File: src/rtl/dtc_pkg.sv
// Shared types and constants for the decision-tree classifier feature loader.
// Optional feature macro: DTC_FEATURE_PARITY_EN (appends an even-parity bit to every frame).
package dtc_pkg;

    // Loader frame-assembly states.
    typedef enum logic [1:0] {
        COLLECT = 2'd0,
        FULL    = 2'd1,
        DROP    = 2'd2
    } state_e;

    // Default classifier input width.
    localparam int N_FEAT_DEF = 10;

    // Number of serial bits in one well-formed frame.
    function automatic int frame_len(input int n_feat);
`ifdef DTC_FEATURE_PARITY_EN
        return n_feat + 1;
`else
        return n_feat;
`endif
    endfunction

endpackage

File: src/rtl/dtc_sat_counter.sv
// Saturating event counter: counts up on inc_i and holds at all-ones, never wraps.
module dtc_sat_counter #(
    parameter int W = 8
) (
    input  logic         clk,
    input  logic         rst_n,
    input  logic         inc_i,
    output logic [W-1:0] cnt_o
);

    logic [W-1:0] cnt_q;
    logic [W-1:0] cnt_d;

    // Next count: increment unless already at the saturation value.
    always_comb begin
        if (inc_i && (cnt_q != {W{1'b1}})) begin
            cnt_d = cnt_q + W'(1);
        end else begin
            cnt_d = cnt_q;
        end
    end

    // Count register.
    always_ff @(posedge clk or negedge rst_n) begin
        if (!rst_n) begin
            cnt_q <= {W{1'b0}};
        end else begin
            cnt_q <= cnt_d;
        end
    end

    assign cnt_o = cnt_q;

endmodule

File: src/rtl/dtc_feature_loader.sv
// Feature loader: assembles an LSB-first serial bit stream into an N_FEAT-bit feature
// vector for the classifier. One frame assembles in the shift register while a finished
// frame waits in the output buffer. Malformed frames are dropped and counted.
// Optional feature macro: DTC_FEATURE_PARITY_EN (frame carries a trailing even-parity bit).
module dtc_feature_loader
    import dtc_pkg::*;
#(
    parameter int N_FEAT = N_FEAT_DEF,
    parameter int CNT_W  = 4,
    parameter int ERR_W  = 8
) (
    input  logic              clk,
    input  logic              rst_n,
    input  logic              s_valid,
    output logic              s_ready,
    input  logic              s_bit,
    input  logic              s_last,
    output logic              m_valid,
    input  logic              m_ready,
    output logic [N_FEAT-1:0] m_feat,
    output logic              err_pulse,
    output logic [ERR_W-1:0]  err_cnt
);

    localparam int               LEN      = frame_len(N_FEAT);
    localparam logic [CNT_W-1:0] LAST_IDX = CNT_W'(LEN - 1);

    state_e              state_q, state_d;
    logic [CNT_W-1:0]    idx_q, idx_d;
    logic [N_FEAT-1:0]   sh_q, sh_d;
    logic [N_FEAT-1:0]   feat_q, feat_d;
    logic                mv_q, mv_d;
    logic                err_q, err_d;
    logic [N_FEAT-1:0]   frame_s;
    logic                accept_s;
    logic                parity_ok_s;

    // The loader stalls the serial side only while both buffers are occupied.
    assign s_ready  = (state_q != FULL);
    assign accept_s = s_valid && (state_q != FULL);

`ifdef DTC_FEATURE_PARITY_EN
    // Even parity: data bits plus the trailing parity bit must XOR to zero.
    assign parity_ok_s = ~(^{sh_q, s_bit});
`else
    assign parity_ok_s = 1'b1;
`endif

    // Shift register contents with the incoming bit merged at the current index.
    always_comb begin
        frame_s = sh_q;
        for (int i = 0; i < N_FEAT; i++) begin
            if (idx_q == CNT_W'(i)) begin
                frame_s[i] = s_bit;
            end else begin
                frame_s[i] = sh_q[i];
            end
        end
    end

    // Frame FSM, index counter, shift register and output buffer next-state.
    always_comb begin
        state_d = state_q;
        idx_d   = idx_q;
        sh_d    = sh_q;
        feat_d  = feat_q;
        err_d   = 1'b0;
        if (mv_q && m_ready) begin
            mv_d = 1'b0;
        end else begin
            mv_d = mv_q;
        end

        case (state_q)
            COLLECT: begin
                if (accept_s) begin
                    if (idx_q == LAST_IDX) begin
                        idx_d = {CNT_W{1'b0}};
                        if (s_last) begin
                            if (parity_ok_s) begin
                                sh_d = frame_s;
                                if (!mv_q || m_ready) begin
                                    feat_d = frame_s;
                                    mv_d   = 1'b1;
                                end else begin
                                    state_d = FULL;
                                end
                            end else begin
                                err_d = 1'b1;
                            end
                        end else begin
                            // Too long: flag once, then swallow the rest of the frame.
                            err_d   = 1'b1;
                            state_d = DROP;
                        end
                    end else if (s_last) begin
                        // Too short.
                        err_d = 1'b1;
                        idx_d = {CNT_W{1'b0}};
                    end else begin
                        sh_d  = frame_s;
                        idx_d = idx_q + CNT_W'(1);
                    end
                end else begin
                    idx_d = idx_q;
                end
            end
            FULL: begin
                // Output buffer is always valid here, so m_ready completes a handshake.
                if (m_ready) begin
                    feat_d  = sh_q;
                    mv_d    = 1'b1;
                    state_d = COLLECT;
                end else begin
                    state_d = FULL;
                end
            end
            DROP: begin
                if (accept_s && s_last) begin
                    state_d = COLLECT;
                    idx_d   = {CNT_W{1'b0}};
                end else begin
                    state_d = DROP;
                end
            end
            default: begin
                state_d = COLLECT;
                idx_d   = {CNT_W{1'b0}};
            end
        endcase
    end

    // State and datapath registers; reset discards any partial or held frame.
    always_ff @(posedge clk or negedge rst_n) begin
        if (!rst_n) begin
            state_q <= COLLECT;
            idx_q   <= {CNT_W{1'b0}};
            sh_q    <= {N_FEAT{1'b0}};
            feat_q  <= {N_FEAT{1'b0}};
            mv_q    <= 1'b0;
            err_q   <= 1'b0;
        end else begin
            state_q <= state_d;
            idx_q   <= idx_d;
            sh_q    <= sh_d;
            feat_q  <= feat_d;
            mv_q    <= mv_d;
            err_q   <= err_d;
        end
    end

    dtc_sat_counter #(
        .W (ERR_W)
    ) u_err_cnt (
        .clk   (clk),
        .rst_n (rst_n),
        .inc_i (err_d),
        .cnt_o (err_cnt)
    );

    assign m_valid   = mv_q;
    assign m_feat    = feat_q;
    assign err_pulse = err_q;

endmodule
File: config.mk
export PLATFORM = sky130hd
export DESIGN_NAME = dtc_feature_loader
export DESIGN_NICKNAME = d
export VERILOG_FILES = /design/src/rtl/dtc_pkg.sv /design/src/rtl/dtc_sat_counter.sv /design/src/rtl/dtc_feature_loader.sv
export SDC_FILE = /design/constraint.sdc
export NUM_CORES = 1
export LEC_CHECK = 0
export ABC_AREA = 1
export CAP_MARGIN = 0
export CORE_ASPECT_RATIO = 1.5
export CORE_MARGIN = 2
export CORE_UTILIZATION = 31
export DETAILED_ROUTE_END_ITERATION = 8
export REMOVE_ABC_BUFFERS = 1
export SYNTH_ARGS = -nofsm -noshare
export SYNTH_HDL_FRONTEND = slang
export SYNTH_SLANG_ARGS = --single-unit
export TNS_END_PERCENT = 10
File: constraint.sdc
create_clock -name clk -period 2.1 [get_ports clk]
set_clock_uncertainty 0.15 [all_clocks]
set_input_delay 0.42 -clock clk [delete_from_list [all_inputs] [get_ports clk]]
set_output_delay 0.42 -clock clk [all_outputs]
set_load 0.005 [all_outputs]
==> reports/results.ini <==
[final_layout]
seqCellArea_um2=901
synthToLayoutAreaGrowth_pct=24.9
drive_above_1_share_pct=6.74
final_common_cell=nand2_1
antenna_cells=0
fin_nets=351
fin_cells=417
final_cell_mix=144 x nand2_1, 36 x dfrtp_1, 31 x nand3_1
final_util_pct=40.3
multi_input_area_um2=1050
nFillCells=653

[pwr]
seq_power_share_pct=44.9
intPower_mw=1.36
power_mw=1.98
p_leak_nw=1.38
clockPowerShare_pct=31.4
p_sw_uw=619
powerDensity_nw_per_um2=750
netSwitchingFraction_pct=31.3
ir_drop_mv=0.260
comb_power_share_pct=23.7

[timing]
worstMarginPinSlew_ps=475
hold_viol=0
slew_violations=0
fin_crit_ps=2030
setup_violations=0
max_freq_mhz=493
grt_setup_unrepaired=false
setup_tns_ps=0
fin_crit_sh_pct=96.6
holdWs_ps=334
maxSlewHeadroom_pct=68.3

[synth]
ys_types=23
synth_area_um2=2110
synth_seq_cells=36
ys_warn_count=0
synth_seq_area_share_pct=42.7
synth_cells=304
syn_avg_cell_area_um2=6.94

[route]
wl_met1_um=2040
wire_per_inst_um=11.7
final_antenna_net_count=0
wl_met3_um=179
vias=1944
top_layer_used=met4
drc=0
dr_wl_met2_um=2520
drtIter0Drc=118
drt_first_pass_iters=5
viasPerCell=4.66
drt-total-wl_um=4890

[worst_setup_path]
critPathMaxStageDelay_ps=450
setup.worst_path.start_class=register
crit_family=buffers and inverters
critPathRequiredTime_ps=1530
crit_buf_inv=2
cp_cell_sequence=nor2_1 -> inv_1 -> clkdlybuf4s50_1
worst-path-max-fanout=5
cp-end-kind=output pin
path_class=register to output pin
critical_path.slowest_cell=clkdlybuf4s50_1
cp.arrival_ps=1460

[cts]
cts_buffer_depth=2
htreeDepth=2
clkTransAtPathRegs_ps=80
clk_latency_ps=290
cts-hold-fix-buffers=0
clkSinkCount=36
cts_root_buffer=clkbuf_8
cts_buffers=5
cts_tree=built

[min_path]
hp-class=register to register

[floorplanning]
start_util_pct=32.3
die_w_um=71.3
die_y_um=105
core_area_um2=6530
row_count=36
dieArea_um2=7490
pin_count=27

[global_routing]
grt_pass1_wl_um=8580
antenna_found_initial=0
grt_pass1_vias=1906
overflow=0
grtUsageTotal_pct=14.3
grt_max_degree=37

[placement]
numPortBuffers=26
dp_hpwl_um=3600
dp.cells=408
gp_congestion=0.890

[outcome]
outcome=finished clean

[flow_run]
maxCapViolations=0

[power groups by stage]
| stage | clock [mW] | combinational (mW) | sequential, mW |
|---|---|---|---|
| final | 0.620 | 0.468 | 0.888 |
| after detailed placement | 0 | 0.473 | 0.900 |
| after global routing | 0.665 | 0.536 | 0.905 |
| after CTS | 0.639 | 0.475 | 0.887 |
| after floorplan | 0 | 0.288 | 0.887 |
| after global placement | 0 | 0.462 | 0.896 |
[cell type report]
class                      count  share of cell area, %
multi-input combinational    229                   39.7
inverter                      32                   4.56
timing repair buffer          36                   13.7
clock buffer                   5                   2.61
sequential                    36                   34.2
tap                           76                   3.61
clock inverter                 3                   1.62
[synth_stat cells]
master	n	area (um^2)
nand2_1	144	541
dfrtp_1	36	901
nand3_1	31	155
inv_1	30	113
o21ai_0	14	70.1
nor2_1	11	41.3
nand4_1	9	56.3
buf_2	5	25.0
ha_1	5	62.6
xor2_1	3	26.3
clkinv_1	2	7.51
nand3b_1	2	15.0
xnor2_1	2	17.5
a21oi_1	1	5.00
a31oi_1	1	6.26
buf_6	1	11.3
clkbuf_2	1	5.00
nand2_2	1	6.26
nand3_2	1	10.0
nor2_2	1	6.26
nor2_4	1	11.3
o221ai_1	1	8.76
o31ai_1	1	7.51
[logic make-up (layout without fill, tap and decap cells)]
family / Yosys count / count (layout) / share of synthesized area [%]
and+or+nand+nor: 201 / 201 / 39.9
buffers and inverters: 39 / 76 / 7.66
DFF: 36 / 36 / 42.7
AOI/OAI and AO/OA: 18 / 18 / 4.63
adders and majority gates: 5 / 5 / 2.97
xor gates and xnor gates: 5 / 5 / 2.08
[flip-flops by register name (all words and copies together) (netlist names)]
name / cells
m_feat: 10
sh_q: 10
u_err_cnt.cnt_o: 8
idx_q: 4
state_q: 2
err_pulse: 1
m_valid: 1
[worst min-delay path: cells and delay by family (launching register included)]
kind / cells / cell delay [ps]
flops: 1 / 350
simple gates: 2 / 100
[routing by layer]
layer  vias to the layer above  global-route usage [%]
met5                         -                       0
met4                         0                    8.36
met3                        12                    2.31
met2                        43                    25.2
met1                       864                    15.6
li1                       1025                       -
[path summary, 6_finish.rpt]
| path | cells after the start | slack [ps] | from | endpoint |
|---|---|---|---|---|
| setup / recovery | 3 | 70 | state_q[1] | s_ready |
| hold / removal | 2 | 330 | m_feat[6] | m_feat[6] |
| setup reg to reg | 7 | 230 | idx_q[1] | m_feat[9] |
| hold reg to reg | 2 | 330 | m_feat[6] | m_feat[6] |
| max in group asynchronous | 2 | 1070 | rst_n | u_err_cnt.cnt_o[2] |
| min in group asynchronous | 2 | 410 | rst_n | sh_q[1] |
[per-stage QoR]
stage                     setup slack (ps)  cell area, um^2
after floorplan                        311             2070
after global placement                 175             2510
after detailed placement               158             2510
after CTS                             42.2             2630
after global routing                  13.1             2630
final                                 70.9             2630
[what timing repair did]
item | 4_1_cts | 5_1_grt
setup endpoints to repair | 1 | 1
pin swaps | 0 | 0
setup buffers | 0 | 1
resized for setup | 1 | 0
(Power assumes the default switching activity.)
